<file path="src/rtl/lsu_mem_stage.sv">
// Load/store unit for the MEM stage, sitting in front of a word-addressed data memory.
// Latency: load and word store respond 2 cycles after accept, sub-word store 3 cycles.
// Backpressure: req_ready is high only in IDLE; the response is a pulse with no stall.
//
// Ports:
//   clk, reset          rising-edge clock, asynchronous active-high reset
//   req_*               request from EX (valid/ready), byte address, store data
//   resp_*              one-cycle completion pulse with extended load data / exception
//   busy                unit is between accept and response
//   mem_*, MemRead/Write word-indexed memory interface (read data arrives one cycle
//                       after MemRead)
//
// Optional feature: define LSU_MISALIGN_EXC_EN to flag misaligned half/word accesses
// through resp_exc instead of silently ignoring the misaligned low address bits.

module lsu_mem_stage #(
    parameter int WORD_IDX_W = 8
) (
    input  logic        clk,
    input  logic        reset,
    input  logic        req_valid,
    output logic        req_ready,
    input  logic        req_we,
    input  logic [1:0]  req_size,
    input  logic        req_unsigned,
    input  logic [31:0] req_addr,
    input  logic [31:0] req_wdata,
    output logic        resp_valid,
    output logic [31:0] resp_rdata,
    output logic        resp_exc,
    output logic        busy,
    output logic [31:0] mem_addr,
    output logic [31:0] mem_writedata,
    output logic        MemRead,
    output logic        MemWrite,
    input  logic [31:0] mem_readdata
);

    localparam logic [1:0] S_IDLE = 2'd0;
    localparam logic [1:0] S_RD   = 2'd1;
    localparam logic [1:0] S_WR   = 2'd2;
    localparam logic [1:0] S_DONE = 2'd3;

    localparam logic [1:0] SZ_BYTE = 2'b00;
    localparam logic [1:0] SZ_HALF = 2'b01;

    logic [1:0]              r_state;
    logic [1:0]              w_state_nxt;

    // Latched request. Only the address bits that select a word index and a lane
    // are kept; higher bits wrap away by construction.
    logic                    r_we;
    logic [1:0]              r_size;
    logic                    r_unsigned;
    logic [WORD_IDX_W+1:0]   r_addr;
    logic [31:0]             r_wdata;

    logic                    w_accept;
    logic                    w_req_word;
    logic                    w_req_misalign;
    logic                    w_is_word;
    logic [31:0]             w_merge;
    logic [31:0]             w_load_data;
    logic [7:0]              w_byte;
    logic [15:0]             w_half;
    logic                    w_resp_exc;

    // Address bits above the word index are intentionally ignored.
    logic                    w_unused_addr;
    assign w_unused_addr = &{1'b0, req_addr[31:WORD_IDX_W+2]};

    assign req_ready  = (r_state == S_IDLE);
    assign busy       = (r_state != S_IDLE);
    assign w_accept   = req_valid && req_ready;
    assign w_req_word = req_size[1];   // 10 and 11 are both word accesses
    assign w_is_word  = r_size[1];

`ifdef LSU_MISALIGN_EXC_EN
    logic r_exc;

    assign w_req_misalign = ((req_size == SZ_HALF) && req_addr[0]) ||
                            (w_req_word && (req_addr[1:0] != 2'b00));
    assign w_resp_exc     = r_exc;
`else
    assign w_req_misalign = 1'b0;
    assign w_resp_exc     = 1'b0;
`endif

    // ------------------------------------------------------------------
    // Next-state logic
    // ------------------------------------------------------------------
    always_comb begin
        w_state_nxt = r_state;
        case (r_state)
            S_IDLE: begin
                if (w_accept) begin
                    if (w_req_misalign)
                        w_state_nxt = S_DONE;
                    else if (!req_we)
                        w_state_nxt = S_RD;
                    else if (w_req_word)
                        w_state_nxt = S_WR;
                    else
                        w_state_nxt = S_RD;   // sub-word store: read first, then merge
                end
            end
            S_RD:    w_state_nxt = r_we ? S_WR : S_DONE;
            S_WR:    w_state_nxt = S_DONE;
            S_DONE:  w_state_nxt = S_IDLE;
            default: w_state_nxt = S_IDLE;
        endcase
    end

    // ------------------------------------------------------------------
    // State and request registers
    // ------------------------------------------------------------------
    always_ff @(posedge clk or posedge reset) begin
        if (reset) begin
            r_state    <= S_IDLE;
            r_we       <= 1'b0;
            r_size     <= 2'b00;
            r_unsigned <= 1'b0;
            r_addr     <= '0;
            r_wdata    <= 32'd0;
        end else begin
            r_state <= w_state_nxt;
            if (w_accept) begin
                r_we       <= req_we;
                r_size     <= req_size;
                r_unsigned <= req_unsigned;
                r_addr     <= req_addr[WORD_IDX_W+1:0];
                r_wdata    <= req_wdata;
            end
        end
    end

`ifdef LSU_MISALIGN_EXC_EN
    always_ff @(posedge clk or posedge reset) begin
        if (reset)
            r_exc <= 1'b0;
        else if (w_accept)
            r_exc <= w_req_misalign;
    end
`endif

    // ------------------------------------------------------------------
    // Sub-word store merge: the word read in RD arrives on mem_readdata
    // during WR, and only the target lane is replaced.
    // ------------------------------------------------------------------
    always_comb begin
        w_merge = mem_readdata;
        if (r_size == SZ_BYTE) begin
            case (r_addr[1:0])
                2'd0:    w_merge[7:0]   = r_wdata[7:0];
                2'd1:    w_merge[15:8]  = r_wdata[7:0];
                2'd2:    w_merge[23:16] = r_wdata[7:0];
                default: w_merge[31:24] = r_wdata[7:0];
            endcase
        end else begin
            if (r_addr[1])
                w_merge[31:16] = r_wdata[15:0];
            else
                w_merge[15:0]  = r_wdata[15:0];
        end
    end

    // ------------------------------------------------------------------
    // Load lane select and extension
    // ------------------------------------------------------------------
    always_comb begin
        case (r_addr[1:0])
            2'd0:    w_byte = mem_readdata[7:0];
            2'd1:    w_byte = mem_readdata[15:8];
            2'd2:    w_byte = mem_readdata[23:16];
            default: w_byte = mem_readdata[31:24];
        endcase
        w_half = r_addr[1] ? mem_readdata[31:16] : mem_readdata[15:0];

        if (w_is_word)
            w_load_data = mem_readdata;
        else if (r_size == SZ_HALF)
            w_load_data = {{16{w_half[15] & ~r_unsigned}}, w_half};
        else
            w_load_data = {{24{w_byte[7] & ~r_unsigned}}, w_byte};
    end

    // ------------------------------------------------------------------
    // Outputs. Memory strobes decode straight from the state register so an
    // asynchronous reset drops them immediately.
    // ------------------------------------------------------------------
    assign MemRead  = (r_state == S_RD);
    assign MemWrite = (r_state == S_WR);

    // The index stays valid through RD and WR so the merged word lands where it was read.
    assign mem_addr = busy ? {{(32-WORD_IDX_W){1'b0}}, r_addr[WORD_IDX_W+1:2]} : 32'd0;

    assign mem_writedata = (r_state == S_WR) ? (w_is_word ? r_wdata : w_merge) : 32'd0;

    assign resp_valid = (r_state == S_DONE);
    assign resp_exc   = resp_valid && w_resp_exc;
    assign resp_rdata = (resp_valid && !r_we && !w_resp_exc) ? w_load_data : 32'd0;

endmodule

</file>
<file path="config.mk">
export PLATFORM = sky130hd
export DESIGN_NAME = lsu_mem_stage
export DESIGN_NICKNAME = d
export VERILOG_FILES = /design/src/rtl/lsu_mem_stage.sv
export SDC_FILE = /design/constraint.sdc
export NUM_CORES = 1
export LEC_CHECK = 0
export CORE_UTILIZATION = 30
export CTS_BUF_LIST = sky130_fd_sc_hd__clkbuf_16
export DETAILED_ROUTE_END_ITERATION = 8
export RECOVER_POWER = 100
export SYNTH_ARGS = -nofsm -noshare
export SYNTH_HDL_FRONTEND = slang
export SYNTH_SLANG_ARGS = --single-unit
export TNS_END_PERCENT = 10
</file>
<file path="constraint.sdc">
create_clock -name clk -period 4.5 [get_ports clk]
set_input_delay 0.9 -clock clk [delete_from_list [all_inputs] [get_ports clk]]
set_output_delay 0.9 -clock clk [all_outputs]
set_load 0.01 [all_outputs]
</file>
# Word-level counts from Yosys, hierarchy flattened
# Cells that the tools add are included.
dict set report word_totals {
  latchBits 0
  mem_count 0
  mem_bits_rw 0
  regBits 48
  rom_bits 0
  in_bits 103
}
dict set report classes {
  n_mul 0
  n_bitwise 3
  muxes 20
  n_reduce_logical 8
  shift 0
  n_eq_ne 7
  add_sub_neg 0
  div_mod_pow 0
  n_lt_le_gt_ge 0
}
# cell n
set op_table {}
lappend op_table {{$mux W32} 6}
lappend op_table {{$mux W16} 3}
lappend op_table {{$mux W8} 5}
lappend op_table {{$pmux W8 S3} 1}
lappend op_table {{$pmux W2 S4} 1}
lappend op_table {{$eq A2 B1 Y1 const B} 3}
lappend op_table {{$eq A2 B2 Y1 const B} 3}
lappend op_table {{$logic_not A2 Y1} 3}
lappend op_table {{$mux W2} 3}
lappend op_table {{$reduce_or A3 Y1} 1}
lappend op_table {{$and A1 B1 Y1} 2}
lappend op_table {{$logic_and A1 B1 Y1} 2}
lappend op_table {{$ne A2 B1 Y1 const B} 1}
lappend op_table {{$reduce_bool A2 Y1} 1}
lappend op_table {{$logic_not A1 Y1} 1}
lappend op_table {{$mux W1} 1}
lappend op_table {{$not A1 Y1} 1}

# Depth between registers and ports, before layout
dict set report logic_depth {
  ltp_word 6
  ltp_mapped 6
  ltp_nobuf 5
}

# Worst setup path after synthesis
# Ideal clock, no wire load.
dict set report synth_timing {
  path_kind {input -> output}
  from {input mem_readdata[23]}
  to {output resp_rdata[7]}
  t_arrival_ns 1.794
  required_time_ns 3.600
  setup_slack_ns 1.806
  stages 4
  cell_sequence {mux2_2 nor4_1 a211o_4 a221oi_1}
}
dict set report synth_via {
  elab_chain_cells 4
  word_cells_on_any_way 5
}
# item line_no
set synth_lines {}
lappend synth_lines {{start, declared} 36} ;# input logic [31:0] mem_readdata
lappend synth_lines {{$pmux W8 S3 or $mux W16 (tied branches)} {171, 177}}
lappend synth_lines {{$mux W32 (*)} 181} ;# else if (r_size == SZ_HALF)
lappend synth_lines {{$mux W32 (*)} 179} ;# if (w_is_word)
lappend synth_lines {{$mux W32 (*)} 201} ;# assign resp_rdata = (resp_valid && !r_we && !w_resp_exc) ? w_load_data : 32'd0;
lappend synth_lines {{end, declared} 29} ;# output logic [31:0] resp_rdata,
# Every way passes the cells marked *; elsewhere a longest branch is shown, timed or not.

# Final worst setup path
dict set report layout_timing {
  from {input mem_readdata[23]}
  to {output resp_rdata[18]}
}
dict set report layout_via {
  elab_chain_cells 5
}
# item line_no
set layout_lines {}
lappend layout_lines {{$pmux W8 S3} 171} ;# case (r_addr[1:0])
lappend layout_lines {{$and A1 B1 Y1} 184} ;# w_load_data = {{24{w_byte[7] & ~r_unsigned}}, w_byte};
lappend layout_lines {{$mux W32} 181}
lappend layout_lines {{$mux W32} 179}
lappend layout_lines {{$mux W32} 201}
# No other way between the ends.

==> flow_results.xml <==
<?xml version="1.0" encoding="UTF-8"?>
<metrics>
  <group name="power_and_ir_drop">
    <metric name="power.static_leakage" unit="nW">2.36</metric>
    <metric name="power.switching" unit="W">0.00155</metric>
    <metric name="internal_cell_power" unit="W">0.00196</metric>
    <metric name="switching_share" unit="%">44.2</metric>
    <metric name="irDropWorstVdd" unit="V">0.000260</metric>
    <metric name="totalPowerFinal" unit="W">0.00351</metric>
    <metric name="power_density_over_the_cells" unit="nW/um^2">648</metric>
    <metric name="power.share.clock" unit="%">11.9</metric>
    <metric name="comb_power_share" unit="%">62.2</metric>
    <metric name="sequential_power_share" unit="%">25.9</metric>
  </group>
  <group name="final_layout">
    <metric name="layout_common_cells" unit="">sky130_fd_sc_hd__clkdlybuf4s50_1, sky130_fd_sc_hd__dlygate4sd3_1, sky130_fd_sc_hd__mux2_2, sky130_fd_sc_hd__dfrtp_1, sky130_fd_sc_hd__nor2_1</metric>
    <metric name="area_growth_syn_to_layout" unit="%">46.1</metric>
    <metric name="num_antenna_cells" unit="">0</metric>
    <metric name="most_common_cell_after_layout_fill_and_taps_aside" unit="">sky130_fd_sc_hd__clkdlybuf4s50_1</metric>
    <metric name="post_layout_instance_area" unit="um^2">5420</metric>
    <metric name="final_net_count" unit="">642</metric>
    <metric name="filler_cell_count" unit="">1191</metric>
    <metric name="drive_gt1_share" unit="%">14.9</metric>
  </group>
  <group name="route">
    <metric name="route.vias.total" unit="">3633</metric>
    <metric name="drt_pass1_iterations" unit="">5</metric>
    <metric name="detail_route.wirelength" unit="mm">12.8</metric>
    <metric name="initial_drc_count" unit="">290</metric>
    <metric name="remaining_drc_errors" unit="">0</metric>
    <metric name="postRouteAntennaNets" unit="">0</metric>
    <metric name="wl_cell" unit="um">18.1</metric>
    <metric name="route.detailed.vias_per_inst" unit="">5.16</metric>
  </group>
  <group name="critical_path">
    <metric name="cpMaxStageDelayCell" unit="">sky130_fd_sc_hd__dlygate4sd3_1</metric>
    <metric name="r2r_setup_slack" unit="ps">1450</metric>
    <metric name="max_stage_delay" unit="ps">630</metric>
    <metric name="path_class" unit="">primary input to primary output</metric>
    <metric name="cp-start-kind" unit="">primary input</metric>
    <metric name="cp_data_required_time" unit="ps">3600</metric>
    <metric name="cell_by_cell_listing_of_the_critical_path" unit="">clkdlybuf4s50_1, mux2_2, nor4_1, a211o_1, a21oi_1, dlygate4sd3_1</metric>
    <metric name="critical_path.max_fanout" unit="">16</metric>
    <metric name="data_arrival_time_at_the_worst_slack_endpoint" unit="ps">3280</metric>
    <metric name="crit_path_end_kind" unit="">primary output</metric>
  </group>
  <group name="sta">
    <metric name="timing.final.hold_violations" unit="">0</metric>
    <metric name="fin_setup_tns" unit="ps">0</metric>
    <metric name="skew" unit="ps">3.80</metric>
    <metric name="slew_viol_final" unit="">96</metric>
    <metric name="rsz0062_at_grt" unit="">no</metric>
    <metric name="layout_min_cycle_time" unit="ps">4180</metric>
    <metric name="finalCritPeriodShare" unit="%">92.8</metric>
    <metric name="achievable-frequency" unit="MHz">239</metric>
    <metric name="finalSetupViolCount" unit="">0</metric>
    <metric name="timing.final.ws_setup" unit="ps">324</metric>
    <metric name="max-slew-margin-rel" unit="%">-30.8</metric>
    <metric name="worst_slew_pin_slew" unit="ps">1960</metric>
  </group>
  <group name="yosys">
    <metric name="synth_largest_type_area_fraction" unit="%">32.3</metric>
    <metric name="syn-cell-area" unit="um^2">3710</metric>
    <metric name="yosysWarningCount" unit="">0</metric>
    <metric name="mean_cell_area_of_the_mapped_netlist" unit="um^2">9.35</metric>
    <metric name="syn-instance-count" unit="">397</metric>
    <metric name="synth.top_cells.by_area" unit="">sky130_fd_sc_hd__dfrtp_1, sky130_fd_sc_hd__mux2_2, sky130_fd_sc_hd__mux2i_1</metric>
    <metric name="ys_types" unit="">36</metric>
    <metric name="synth-seq-area-share" unit="%">32.3</metric>
    <metric name="synthesized_flop_and_latch_total" unit="">48</metric>
    <metric name="synth_top_area_cell" unit="">sky130_fd_sc_hd__dfrtp_1</metric>
  </group>
  <group name="clock_tree">
    <metric name="post_cts_setup_bufs" unit="">0</metric>
    <metric name="clock_tree.htree_level_count" unit="">2</metric>
    <metric name="post_cts.resized_instances" unit="">0</metric>
    <metric name="clk_path_buf_depth" unit="">2</metric>
    <metric name="cts_inserted_buffers" unit="">5</metric>
    <metric name="postCtsHoldBufs" unit="">0</metric>
    <metric name="clk_pin_slew" unit="ps">70</metric>
    <metric name="insertion_delay" unit="ps">280</metric>
    <metric name="clock_tree.root_cell" unit="">sky130_fd_sc_hd__clkbuf_16</metric>
    <metric name="tritoncts" unit="">done</metric>
    <metric name="clock_sink_count" unit="">48</metric>
  </group>
  <group name="place">
    <metric name="gp_congestion" unit="">0.816</metric>
    <metric name="placed_area" unit="um^2">5280</metric>
    <metric name="placement.io_buffers" unit="">157</metric>
    <metric name="place_hpwl" unit="mm">9.83</metric>
    <metric name="place_ws" unit="ps">493</metric>
  </group>
  <group name="die">
    <metric name="placementRows" unit="">40</metric>
    <metric name="vert_die_dim" unit="um">113</metric>
    <metric name="core-area" unit="um^2">12100</metric>
    <metric name="die_width" unit="um">113</metric>
    <metric name="die_area" unit="um^2">12800</metric>
    <metric name="num_io_pins" unit="">205</metric>
    <metric name="initial_core_utilization" unit="%">30.8</metric>
  </group>
  <group name="job">
    <metric name="max_cap_viol_count" unit="">2</metric>
  </group>
  <group name="run_status">
    <metric name="failed_checks" unit="">capacitance limit, slew limit</metric>
    <metric name="outcome" unit="">finished, violations left</metric>
  </group>
  <group name="global_route">
    <metric name="grt_first_pass_wirelength" unit="mm">19.3</metric>
    <metric name="globalRoute.totalOverflow" unit="">0</metric>
    <metric name="maximum_number_of_pins_on_one_net_before_global_route_repair" unit="">49</metric>
    <metric name="first_global_vias" unit="">3514</metric>
    <metric name="antenna_found_initial" unit="">0</metric>
    <metric name="grt_util_all_layers" unit="%">19.7</metric>
  </group>
  <group name="min_path">
    <metric name="min-delay-path-class" unit="">flop to flop</metric>
  </group>
</metrics>
[power by group through the flow]
| stage | Combinational (W) | Sequential [W] | Clock [W] |
|---|---|---|---|
| after detailed placement | 0.00230 | 0.000914 | 0 |
| final | 0.00219 | 0.000909 | 0.000417 |
| after CTS | 0.00231 | 0.000908 | 0.000428 |
| after global routing | 0.00238 | 0.000933 | 0.000442 |
| after global placement | 0.00227 | 0.000904 | 0 |
| after floorplan | 0.00151 | 0.000773 | 0 |
[registers in the layout (all words and copies together) (netlist names)]
signal	flops
r_wdata	32
r_addr	10
r_size	2
r_state	2
r_unsigned	1
r_we	1
[worst max-delay path, delay by kind of cell]
family | cells | cell delay [ps]
compound gates | 2 | 660
buf+inv | 2 | 1160
mux | 1 | 350
simple gates | 1 | 200
[routing by layer]
layer | global-route usage, % | vias up | routed length [um]
met5 | 0 | - | 0
met4 | 5.09 | 0 | 209
met1 | 25.6 | 1740 | 5410
met2 | 33.1 | 193 | 6060
li1 | - | 1684 | -
met3 | 4.18 | 16 | 1080
[path summary, 6_finish.rpt]
path                                  startpoint        endpoint  cells past startpoint
worst max-delay path            mem_readdata[23]  resp_rdata[18]                      6
worst min-delay path                   r_addr[8]       r_addr[8]                      1
worst max register to register        r_state[1]     r_wdata[21]                      4
worst min register to register         r_addr[8]       r_addr[8]                      1
max in group asynchronous                  reset      r_wdata[4]                      2
min in group asynchronous                  reset     r_wdata[27]                      2
[stage by stage]
step	hold WS [ps]	std cells	utilization [%]
2_1_floorplan	471	421	-
3_3_place_gp	480	696	43.8
3_5_place_dp	491	696	43.8
4_1_cts	508	704	45.1
5_1_grt	519	704	45.0
6_report	504	704	45.0
[layout make-up]
type | count | area [um^2] | area share [%]
multi-input combinational | 310 | 2210 | 40.7
timing repair buffer | 162 | 1610 | 29.7
sequential | 48 | 1200 | 22.1
tap | 168 | 210 | 3.88
clock buffer | 5 | 125 | 2.31
clock inverter | 3 | 38.8 | 0.715
inverter | 8 | 30.0 | 0.554
[Yosys cell counts]
| library cell | count |
|---|---|
| sky130_fd_sc_hd__nand2b_4 | 1 |
| sky130_fd_sc_hd__nor3_1 | 4 |
| sky130_fd_sc_hd__a211oi_1 | 4 |
| sky130_fd_sc_hd__a211o_1 | 1 |
| sky130_fd_sc_hd__a32oi_1 | 1 |
| sky130_fd_sc_hd__mux2i_1 | 24 |
| sky130_fd_sc_hd__a21oi_4 | 1 |
| sky130_fd_sc_hd__a221oi_1 | 9 |
| sky130_fd_sc_hd__buf_2 | 13 |
| sky130_fd_sc_hd__buf_4 | 25 |
| sky130_fd_sc_hd__nor2b_1 | 18 |
| sky130_fd_sc_hd__nor4_1 | 1 |
| sky130_fd_sc_hd__nor2_1 | 36 |
| sky130_fd_sc_hd__o21ai_0 | 20 |
| sky130_fd_sc_hd__ha_1 | 4 |
| sky130_fd_sc_hd__a2111oi_2 | 7 |
| sky130_fd_sc_hd__mux2_2 | 48 |
| sky130_fd_sc_hd__o221ai_1 | 13 |
| sky130_fd_sc_hd__or4_1 | 1 |
| sky130_fd_sc_hd__o211a_1 | 8 |
| sky130_fd_sc_hd__dfrtp_1 | 48 |
| sky130_fd_sc_hd__inv_2 | 1 |
| sky130_fd_sc_hd__inv_1 | 7 |
| sky130_fd_sc_hd__nor4b_1 | 1 |
| sky130_fd_sc_hd__buf_6 | 4 |
| sky130_fd_sc_hd__nand3_1 | 8 |
| sky130_fd_sc_hd__o21ai_1 | 1 |
| sky130_fd_sc_hd__conb_1 | 1 |
| sky130_fd_sc_hd__a21oi_1 | 9 |
| sky130_fd_sc_hd__o22ai_1 | 20 |
| sky130_fd_sc_hd__clkbuf_1 | 13 |
| sky130_fd_sc_hd__a211o_4 | 1 |
| sky130_fd_sc_hd__nand2_1 | 31 |
| sky130_fd_sc_hd__nand2b_1 | 2 |
| sky130_fd_sc_hd__nor2_2 | 1 |
| sky130_fd_sc_hd__a21oi_2 | 10 |
[cell families after synthesis]
family / Yosys count / share of synthesized area, %
AND/OR/NAND/NOR: 104 / 12.9
AO/OA/AOI/OAI: 105 / 22.1
multiplexers: 72 / 21.0
other: 1 / 0.101
buffers and inverters: 63 / 10.1
adder cells (fa/ha/maj): 4 / 1.35
flip-flops: 48 / 32.3
Note: power is estimated with default switching activity, not from simulation.
